[src/rtl/sad_acc_pe.sv]
// sad_acc_pe: streaming saturating SAD accumulator with best-candidate tracking.
// Revision: 1.0
`default_nettype none

module sad_acc_pe #(
  parameter int               PIX_W     = 8,
  parameter int               ACC_W     = 16,
  parameter logic [ACC_W-1:0] THRESHOLD = 16'd500,
  parameter int               WIN_LEN   = 64,
  parameter int               NUM_CAND  = 16,
  parameter int               IDX_W     = 8
) (
  input  logic             clk,
  input  logic             rst,
  input  logic             start,
  input  logic             in_valid,
  input  logic [PIX_W-1:0] in_t,
  input  logic [PIX_W-1:0] in_i,
  output logic             busy,
  output logic             sad_valid,
  output logic [ACC_W-1:0] sad_out,
  output logic [IDX_W-1:0] sad_idx,
  output logic             sad_sat,
  output logic [ACC_W-1:0] best_sad,
  output logic [IDX_W-1:0] best_idx,
  output logic             done
);

  localparam int PCNT_W = (WIN_LEN > 1) ? $clog2(WIN_LEN) : 1;

  localparam logic [1:0] S_IDLE  = 2'd0;
  localparam logic [1:0] S_ACCUM = 2'd1;
  localparam logic [1:0] S_DONE  = 2'd2;

  localparam logic [PCNT_W-1:0] PIX_LAST  = PCNT_W'(WIN_LEN - 1);
  localparam logic [IDX_W-1:0]  CAND_LAST = IDX_W'(NUM_CAND - 1);

  logic [1:0]        state_q, state_d;
  logic              busy_q, busy_d;
  logic [ACC_W-1:0]  acc_q, acc_d;
  logic [PCNT_W-1:0] pix_q, pix_d;
  logic [IDX_W-1:0]  cand_q, cand_d;
  logic              sad_valid_q, sad_valid_d;
  logic [ACC_W-1:0]  sad_out_q, sad_out_d;
  logic [IDX_W-1:0]  sad_idx_q, sad_idx_d;
  logic              sad_sat_q, sad_sat_d;
  logic [ACC_W-1:0]  best_sad_q, best_sad_d;
  logic [IDX_W-1:0]  best_idx_q, best_idx_d;
  logic              done_q, done_d;

  logic [PIX_W-1:0]  w_diff;
  logic [ACC_W:0]    w_sum;
  logic [ACC_W-1:0]  w_next;

  // One spare bit on the sum so the compare against the ceiling never wraps.
  assign w_diff = (in_t >= in_i) ? (in_t - in_i) : (in_i - in_t);
  assign w_sum  = {1'b0, acc_q} + (ACC_W+1)'(w_diff);
  assign w_next = (w_sum < {1'b0, THRESHOLD}) ? w_sum[ACC_W-1:0] : THRESHOLD;

  always_comb begin
    state_d     = state_q;
    busy_d      = busy_q;
    acc_d       = acc_q;
    pix_d       = pix_q;
    cand_d      = cand_q;
    sad_valid_d = 1'b0;
    sad_out_d   = sad_out_q;
    sad_idx_d   = sad_idx_q;
    sad_sat_d   = sad_sat_q;
    best_sad_d  = best_sad_q;
    best_idx_d  = best_idx_q;
    done_d      = 1'b0;

    if (start) begin
      state_d    = S_ACCUM;
      busy_d     = 1'b1;
      acc_d      = '0;
      pix_d      = '0;
      cand_d     = '0;
      best_sad_d = THRESHOLD;
      best_idx_d = '0;
    end else if (state_q == S_ACCUM && in_valid) begin
      if (pix_q == PIX_LAST) begin
        sad_valid_d = 1'b1;
        sad_out_d   = w_next;
        sad_idx_d   = cand_q;
        sad_sat_d   = (w_next == THRESHOLD);
        if (w_next < best_sad_q) begin
          best_sad_d = w_next;
          best_idx_d = cand_q;
        end
        acc_d  = '0;
        pix_d  = '0;
        cand_d = cand_q + IDX_W'(1);
        if (cand_q == CAND_LAST) begin
          state_d = S_DONE;
          busy_d  = 1'b0;
          done_d  = 1'b1;
        end
      end else begin
        acc_d = w_next;
        pix_d = pix_q + PCNT_W'(1);
      end
    end
  end

  always_ff @(posedge clk) begin
    if (rst) begin
      state_q     <= S_IDLE;
      busy_q      <= 1'b0;
      acc_q       <= '0;
      pix_q       <= '0;
      cand_q      <= '0;
      sad_valid_q <= 1'b0;
      sad_out_q   <= '0;
      sad_idx_q   <= '0;
      sad_sat_q   <= 1'b0;
      best_sad_q  <= THRESHOLD;
      best_idx_q  <= '0;
      done_q      <= 1'b0;
    end else begin
      state_q     <= state_d;
      busy_q      <= busy_d;
      acc_q       <= acc_d;
      pix_q       <= pix_d;
      cand_q      <= cand_d;
      sad_valid_q <= sad_valid_d;
      sad_out_q   <= sad_out_d;
      sad_idx_q   <= sad_idx_d;
      sad_sat_q   <= sad_sat_d;
      best_sad_q  <= best_sad_d;
      best_idx_q  <= best_idx_d;
      done_q      <= done_d;
    end
  end

  assign busy      = busy_q;
  assign sad_valid = sad_valid_q;
  assign sad_out   = sad_out_q;
  assign sad_idx   = sad_idx_q;
  assign sad_sat   = sad_sat_q;
  assign best_sad  = best_sad_q;
  assign best_idx  = best_idx_q;
  assign done      = done_q;

endmodule

`default_nettype wire

[config.mk]
export PLATFORM = sky130hd
export DESIGN_NAME = sad_acc_pe
export DESIGN_NICKNAME = d
export VERILOG_FILES = /design/src/rtl/sad_acc_pe.sv
export SDC_FILE = /design/constraint.sdc
export NUM_CORES = 1
export LEC_CHECK = 0
export CAP_MARGIN = 20
export CELL_PAD_IN_SITES_DETAIL_PLACEMENT = 1
export CELL_PAD_IN_SITES_GLOBAL_PLACEMENT = 1
export CORE_ASPECT_RATIO = 1.5
export CORE_MARGIN = 5
export CORE_UTILIZATION = 41
export CTS_CLUSTER_DIAMETER = 40
export CTS_CLUSTER_SIZE = 28
export DETAILED_ROUTE_END_ITERATION = 8
export GPL_ROUTABILITY_DRIVEN = 1
export GPL_TIMING_DRIVEN = 0
export PLACE_DENSITY_LB_ADDON = 0.05
export SLEW_MARGIN = 20
export SYNTH_ARGS = -nofsm -noshare
export SYNTH_HDL_FRONTEND = slang
export SYNTH_SLANG_ARGS = --single-unit
[constraint.sdc]
create_clock -name clk -period 9.5 [get_ports clk]
set_input_delay 1.9 -clock clk [delete_from_list [all_inputs] [get_ports clk]]
set_output_delay 1.9 -clock clk [all_outputs]
set_load 0.02 [all_outputs]
After elaboration in Yosys (flattened, before gate mapping)
Index checks and enable logic that the tools add are counted.
{"block": "classes", "n_addsub": 5, "order_cmp": 3, "eq_ne": 4, "mux": 14, "bitwise_logic": 3, "n_reduce_logical": 12}
{"cell": "16-bit 2-to-1 mux", "count": 2}
{"cell": "16-bit by 8-bit adder with 17-bit output", "count": 1}
{"cell": "17-bit by 9-bit less-than comparator with 1-bit output, second input constant", "count": 1}
{"cell": "16-bit by 9-bit == test with 1-bit output, second input constant", "count": 1}
{"cell": "16-bit less-than comparator", "count": 1}
{"cell": "8-bit subtractor", "count": 2}
{"cell": "3-bit AND reduction", "count": 4}
{"cell": "1-bit 2-to-1 mux", "count": 10}
{"cell": "8-bit by 1-bit adder with 8-bit output, second input constant", "count": 1}
{"cell": "8-bit by 4-bit == test with 1-bit output, second input constant", "count": 1}
{"cell": "8-bit >= comparator", "count": 1}
{"cell": "8-bit 2-to-1 mux", "count": 1}
{"cell": "6-bit by 1-bit adder with 6-bit output, second input constant", "count": 1}
{"cell": "6-bit == test, second input constant", "count": 1}
{"cell": "6-bit 2-to-1 mux", "count": 1}
{"cell": "2-bit nonzero test", "count": 3}
{"cell": "4-bit OR reduction", "count": 1}
{"cell": "1-bit NOT", "count": 3}
{"cell": "3-bit OR reduction", "count": 1}
{"cell": "2-bit by 1-bit == test with 1-bit output, second input constant", "count": 1}
{"cell": "2-bit AND reduction", "count": 1}
{"cell": "2-bit OR reduction", "count": 1}
{"cell": "1-bit logical AND", "count": 1}
{"block": "totals", "regBits": 84, "input_bits": 20, "out_inout_bits": 52, "wordCells": 54}

Longest topological paths before layout
Gate-level depths: netlist of run 1.
{"block": "depth", "ltp_word": 7, "ltp_mapped": 34, "depth_no_buf": 30}

Worst setup path before layout of run 1
OpenSTA, ideal clock, no wires.
{"block": "synth_path", "path_kind": "input-to-reg", "startpoint": "input in_t[0]", "endpoint": "register best_sad_q[3], in the netlist best_sad[3]", "setup_time_ns": 0.123, "t_arrival_ns": 8.219, "required_time_ns": 9.377, "path_slack_ns": 1.158, "cell_stages": 33, "path_buffers": 3, "path_cell_list": "inv_1 ha_1 inv_1 fa_1 a21o_1 a21oi_1 o21ai_0 a31oi_1 mux2_2 or3_1 o31ai_1 nor3b_1 ha_1 buf_2 o21ai_0 a21oi_1 o31ai_2 or4_4 a211oi_4 o211ai_4 clkbuf_1 nor3b_1 inv_1 ha_1 a21o_1 a21o_1 a21oi_1 nor2_1 a211oi_1 o21a_1 o31a_1 buf_6 mux2_1"}
{"block": "synth_via", "elab_chain_cells": 7, "elab_cells_between_ends": 9, "cone_classes": "add/sub: 3; order compare: 3; mux: 2; reduce/logical: 1"}
{"element": "start, declared", "line_no": "17", "text": "input logic [PIX_W-1:0] in_t,"}
{"element": "8-bit subtractor or 8-bit >= comparator (tied branches)", "line_no": "56", "text": "assign w_diff = (in_t >= in_i) ? (in_t - in_i) : (in_i - in_t);"}
{"element": "8-bit 2-to-1 mux (*)", "line_no": "56"}
{"element": "16-bit by 8-bit adder with 17-bit output (*)", "line_no": "57", "text": "assign w_sum = {1'b0, acc_q} + (ACC_W+1)'(w_diff);"}
{"element": "17-bit by 9-bit less-than comparator with 1-bit output", "line_no": "58", "text": "assign w_next = (w_sum < {1'b0, THRESHOLD}) ? w_sum[ACC_W-1:0] : THRESHOLD;"}
{"element": "16-bit 2-to-1 mux (*)", "line_no": "58"}
{"element": "via w_next[4]", "line_no": "53", "text": "logic [ACC_W-1:0] w_next;"}
{"element": "16-bit less-than comparator (*)", "line_no": "88", "text": "if (w_next < best_sad_q) begin"}
{"element": "3-bit AND reduction (no source line) (*)"}
{"element": "end signal, assigned", "line_no": "131", "text": "best_sad_q <= best_sad_d;"}
{"element": "end, declared", "line_no": "47", "text": "logic [ACC_W-1:0] best_sad_q, best_sad_d;"}
Mark *: on every way through the listed nets, which the timed path passes. The rest lies on a longest branch.
A chain may end at the register's enable or synchronous reset.

Worst setup path after layout of run 1
{"block": "layout_path", "startpoint": "input in_i[0]", "endpoint": "register best_sad_q[8], in the netlist best_sad[8]"}
{"block": "layout_via", "elab_chain_cells": 7, "elab_cells_between_ends": 9, "cone_classes": "add/sub: 3; order compare: 3; mux: 2; reduce/logical: 1"}
{"element": "start, declared", "line_no": "18", "text": "input logic [PIX_W-1:0] in_i,"}
{"element": "8-bit subtractor or 8-bit >= comparator (tied branches)", "line_no": "56"}
{"element": "8-bit 2-to-1 mux (*)", "line_no": "56"}
{"element": "16-bit by 8-bit adder with 17-bit output (*)", "line_no": "57"}
{"element": "17-bit by 9-bit less-than comparator with 1-bit output", "line_no": "58"}
{"element": "16-bit 2-to-1 mux (*)", "line_no": "58"}
{"element": "via w_next[4]", "line_no": "53"}
{"element": "16-bit less-than comparator (*)", "line_no": "88"}
{"element": "3-bit AND reduction (no source line) (*)"}
Marked as above.

==> results of run 1 <==
[what timing repair did]
| item | 4_1_cts | 5_1_grt |
|---|---|---|
| gates resized for setup | 3 | 9 |
| setup endpoints to repair | 24 | 24 |
| cloned | 0 | 0 |
| pin swaps | 0 | 1 |
| hold buffers | 0 | 0 |
| setup buffers | 0 | 2 |
[sequential cells by signal, summed over array words and instances (netlist names), 2 cells and up]
register and cells:
sad_idx 8, sad_out 16, acc_q 16, best_sad 16, pix_q 6, cand_q 8
state_q 2, best_idx 8
[kinds of logic after synthesis]
kind of cell / Yosys count / share of synthesized area [%]
simple gates: 232 / 23.6
other cells: 1 / 0.0778
mux: 25 / 5.40
xor+xnor: 20 / 3.63
buf+inv: 73 / 6.28
fa+ha+maj: 43 / 11.6
compound gates: 101 / 14.9
flops: 83 / 34.5
[area by class of cell]
cell class,instances,area share [%]
clock inverter,7,1.61
multi-input combinational,428,47.8
sequential,83,27.1
clock buffer,9,3.67
inverter,49,3.00
buffer,24,1.94
timing repair buffer,73,11.8
tap,150,3.06
[tightest hold or removal path: stages, from the launching register on]
cell     delay (ns)
dfxtp_1        0.31
nand2_1        0.05
a21oi_1        0.05
[how the worst max path moves through the flow]
stage	startpoint	to	slack [ns]	cells after the start
after global routing	in_i[0]	best_sad[8]	0.01	35
after detailed placement	in_i[0]	best_idx[4]	-0.58	34
final	in_i[0]	best_sad[8]	0.46	33
after floorplan	in_t[0]	best_sad[3]	1.16	33
after CTS	in_i[0]	best_idx[4]	0.03	34
after global placement	in_t[0]	best_idx[0]	-0.38	35
[through the flow]
stage               cells  TNS [ns]  total power, mW  cell area [sq um]
finish                823         0            0.921               6130
global route          823         0            0.968               6130
CTS                   821         0            0.926               6080
detailed placement    805    -12.40            0.543               5740
global placement      805     -8.19            0.537               5740
floorplan             584         0            0.488               4840
[power groups by stage]
stage                     Combinational [mW]  Clock, mW  Sequential, mW
after floorplan                        0.129          0           0.359
after global placement                 0.178          0           0.359
after detailed placement               0.184          0           0.359
after CTS                              0.188      0.388           0.351
after global routing                   0.213      0.404           0.351
final                                  0.192      0.379           0.351
[per-layer routing]
layer	track usage, %	wire, um	up-vias
li1	-	-	2166
met1	20.5	5470	2114
met2	41.0	8010	59
met3	3.37	324	23
met4	7.41	301	0
met5	0	0	-
[cells in the final DEF, fill, tap and decap left out, drive strengths merged, types with 3 or more instances in the layout]
cell type / n
ha: 40
inv: 51
o31ai: 6
and3: 11
nand2b: 4
nand2: 76
nor4: 5
and2: 11
or3: 3
o21ai: 17
o21a: 5
or4b: 3
fa: 3
dfxtp: 83
nor3: 23
mux2i: 17
xor2: 9
nor2: 53
xnor2: 11
buf: 9
mux2: 8
clkdlybuf4s50: 71
clkbuf: 26
a2bb2oi: 3
nor2b: 3
a21o: 9
nand3: 8
nor3b: 11
or2: 5
conb: 7
nand4: 9
o211ai: 4
a21oi: 25
a211oi: 15
==> results.ini, run 1 <==
[placed_design]
dp_hpwl_um = 11300
place_congestion = 0.837
port_buffers = 71
pre_cts_ws_ns = -0.579

[clocking]
cts.sinks = 83
htree_levels = 3
cts_tree = yes
path_clk_slew_ns = 0.06
clock_path_buffers = 2
root_buffer = clkbuf_16
cts_buffers = 9
clock_latency_ns = 0.34

[final_layout]
diodes = 0
multi_input_area_sq_um = 2930
drive_above_1_share_pct = 7.58
seqCellArea_sq_um = 1660
nets = 731
fillers = 1414
fin_util_pct = 53.2
area_growth_pct = 27.1

[drt]
dr.pass1.iters = 4
dr_total_vias = 4362
detail_route.drc_violations = 0
drt-total-wl_um = 14100
wire_per_inst_um = 17.1
antenna_left = 0
drtIter0Drc = 120
viasPerCell = 5.30

[sta]
rsz0062_at_grt = no
period_share_pct = 95.1
worst_hold_slack_ns = 0.458
period_needed_ns = 9.04
hold_viol = 0
worst_pin_slew_ns = 0.679
setup_violations = 0
final.setup.worst_slack_ns = 0.462
slew_headroom_pct = 54.6
finClkSkew_ns = 0.00777
maxSlewViolCount = 0
fmax_mhz = 111

[hold_path]
hold-path-endpoint = sad_idx[7]
hp-start = sad_idx[7]
min_path_type = reg2reg
min_path_cells = 2

[setup_path]
max_stage_delay_ns = 0.55
crit_slowest_cell = or4_4
rr_startpoint = acc_q[0]
worst_setup_path_end_kind = flip-flop
start_kind = input pin
critPathBufInv = 7
crit_type = in2reg
worst-endpoint-required_ns = 9.76
r2r_end = best_sad[8]
r2r_slack_ns = 4.14
arrival_ns = 9.30
crit_fanout = 10
rr_worst_depth = 23
path_delay_family = compound AO/OA/AOI/OAI gates

[logic_synthesis]
ys_types = 66
synthArstFlopShare_pct = 0
synth.most_common_cell = dfxtp_1
synth.top_cells.by_area = dfxtp_1 34%, ha_1 10%, nand2_1 5.9%
synth_top_area_share_pct = 34.5
synth_warnings = 0
yosysTopAreaCell = dfxtp_1
synthFlopType = dfxtp_1
ys_ff_latch = 83
synth_seq_area_share_pct = 34.5
syn_area_per_cell_sq_um = 8.34
synth-edff-count = 0
syn_inst = 578
syn-cell-area_sq_um = 4820
ys_top_cells_by_count = 83 x dfxtp_1, 76 x nand2_1, 52 x nor2_1

[floorplan]
die_area_sq_um = 14100
pin_count = 72
die_y_um = 143
num_rows = 48
coreArea_sq_um = 11500
fp.dieW_um = 98.6
start_util_pct = 41.8

[global_route]
track_usage_pct = 20.3
antenna_found_initial = 0
grt_pass1_vias = 4746
grt_overflow = 0
grt_max_degree = 16
grt_pass1_wl_um = 23000

[status]
status = complete, no violations

[power_and_ir_drop]
power.switching_uw = 264
intPower_uw = 657
p_per_area_nw_per_um2 = 150
p_comb_share_pct = 20.8
switching_share_pct = 28.7
p_seq_share_pct = 38.1
clkPwrFrac_pct = 41.1
p_leak_nw = 2.47
ir_drop_v = 0.000103

[run]
max-cap-violations = 0

(Power assumes the default switching activity.)
==> run 2: changes to the inputs <==
Settings changed: CELL_PAD_IN_SITES_DETAIL_PLACEMENT 1 to default, CELL_PAD_IN_SITES_GLOBAL_PLACEMENT 1 to default, CORE_UTILIZATION 41 to 59, PLACE_DENSITY_LB_ADDON 0.05 to 0.08.
Clock period 9.5 ns to 10.6 ns, I/O delays scaled along.
==> run 2 against run 1 <==
Effect of this change: count of clock-buffer cells in the layout unchanged; global-route usage increased by 3.8 points; first-iteration DRC count increased by 68%; utilization increased by 22 points; sequential power down 11%; clock power is 16% lower; critical path depth unchanged; register-to-register slack better by 0.95 ns; final area decreased by 2.3%; wire length down 15%; setup slack improved by 0.32 ns; worst hold slack worse by 0.0041 ns; critical endpoint is now best_idx[5].
==> results.ini, run 2 (same netlist as run 1, synthesis figures left out) <==
[power_and_ir_drop]
total_power_uw = 793
p_leak_nw = 2.43
ir_drop_v = 0.000141
p_per_area_nw_per_um2 = 132

[floorplan]
fp.dieW_um = 83.8
num_rows = 40
coreArea_sq_um = 8010
start_util_pct = 60.2
die_y_um = 121
pin_count = 72
die_area_sq_um = 10100

[drt]
detail_route.drc_violations = 0
viasPerCell = 5.64
dr_total_vias = 4378
drtIter0Drc = 202
wire_per_inst_um = 15.5
drt-total-wl_um = 12000
antenna_left = 0
dr.pass1.iters = 5

[placed_design]
placed_cell_area_sq_um = 5690
dp_hpwl_um = 9170
place_congestion = 0.958
port_buffers = 71

[setup_path]
arrival_ns = 10.09
startpoint = in_i[1]
max_stage_delay_ns = 0.70
crit_type = in2reg
cpMostUsedCell = a21o_1
crit_fanout = 10
worst-endpoint-required_ns = 10.87
path_delay_family = compound AO/OA/AOI/OAI gates
crit_slowest_cell = a31oi_1
worst_setup_path_end_kind = flip-flop
critPathBufInv = 7
r2r_slack_ns = 5.09
start_kind = input pin
rr_startpoint = acc_q[0]

[final_layout]
final_cell_mix = 83 x dfxtp_1, 76 x nand2_1, 71 x clkdlybuf4s50_1, 52 x nor2_1, 49 x inv_1
diodes = 0
nets = 729
finalInstanceArea_sq_um = 5990
drive_above_1_share_pct = 6.11
area_growth_pct = 24.2
layout_commonest_cell = dfxtp_1

[sta]
slew_headroom_pct = 43.0
fmax_mhz = 102
maxSlewViolCount = 0
setup_violations = 0
rsz0062_at_grt = no
hold_viol = 0
fin_setup_tns_ns = 0
finClkSkew_ns = 0.00596
worst_pin_slew_ns = 0.851
period_share_pct = 92.6
period_needed_ns = 9.82

[global_route]
grt_pass1_vias = 4386
grt_max_degree = 16
grt_overflow = 0
track_usage_pct = 24.1
grt_pass1_wl_um = 19900
antenna_found_initial = 0

[hold_path]
min_path_type = reg2reg
hp-start = sad_idx[7]

[clocking]
clock_path_buffers = 2
cts_tree = yes
cts_hold_buf = 0
cts_buffers = 9
cts.sinks = 83
post_cts_buffers = 0
clock_latency_ns = 0.34
root_buffer = clkbuf_16
path_clk_slew_ns = 0.06
htree_levels = 3
cts-resized-gates = 0

[run]
max-cap-violations = 0

[status]
status = complete, no violations

==> run 2: changes by cell type in the layout (fill, tap and decap cells not counted), moves of 2 or more <==
cell      change
buf_4         -2
nor3b_1       +2
nor3b_2       -2
o311ai_0      +2
==> run 2: area by class of cell <==
cell class | instances | area (sq um)
fill | 616 | 2020
clock buffer | 9 | 225
inverter | 49 | 184
buffer | 24 | 119
multi-input combinational | 428 | 2880
clock inverter | 7 | 76.3
tap | 105 | 131
timing repair buffer | 71 | 711
sequential | 83 | 1660
==> run 2: stage by stage <==
stage          hold WS, ns  util (%)  worst slack, ns  instances
2_1_floorplan        0.432         -             2.04        584
3_3_place_gp         0.443      71.0            0.604        760
3_5_place_dp         0.445      71.0            0.471        760
4_1_cts              0.455      74.8            0.802        776
5_1_grt              0.477      74.8            0.113        776
6_report             0.454      74.8            0.783        776
==> run 2: final timing paths <==
path	end	cells past startpoint
max	best_idx[5]	33
min	sad_idx[7]	2
max reg2reg	best_idx[5]	23
min reg2reg	sad_idx[7]	2
==> run 2: per-layer routing <==
layer | routed length (um) | track usage, %
met4 | 259 | 10.4
met5 | 0 | 0
met1 | 4760 | 25.6
met2 | 6460 | 45.9
met3 | 520 | 4.36
==> run 2: report_power, final <==
part,internal [mW],switching [mW],leakage (nW)
registers,0.313,0.00103,0.669
clock network,0.184,0.133,0.142
logic,0.0640,0.0979,1.62
==> run 2: worst min-delay path, cell delays in order, from the launching register on <==
cell,delay [ns]
dfxtp_1,0.30
nand2_1,0.05
a21oi_1,0.05
==> run 3: changes to the inputs <==
--- a/config.mk
+++ b/config.mk
@@ -7,3 +7,2 @@
 export LEC_CHECK = 0
-export CAP_MARGIN = 20
 export CORE_ASPECT_RATIO = 1.5
--- a/constraint.sdc
+++ b/constraint.sdc
@@ -3,2 +3,2 @@
 set_output_delay 2.12 -clock clk [all_outputs]
-set_load 0.02 [all_outputs]
+set_load 0.01 [all_outputs]
==> results of run 3 <==
Same layout as run 2 (identical final DEF). Status: complete, no violations.
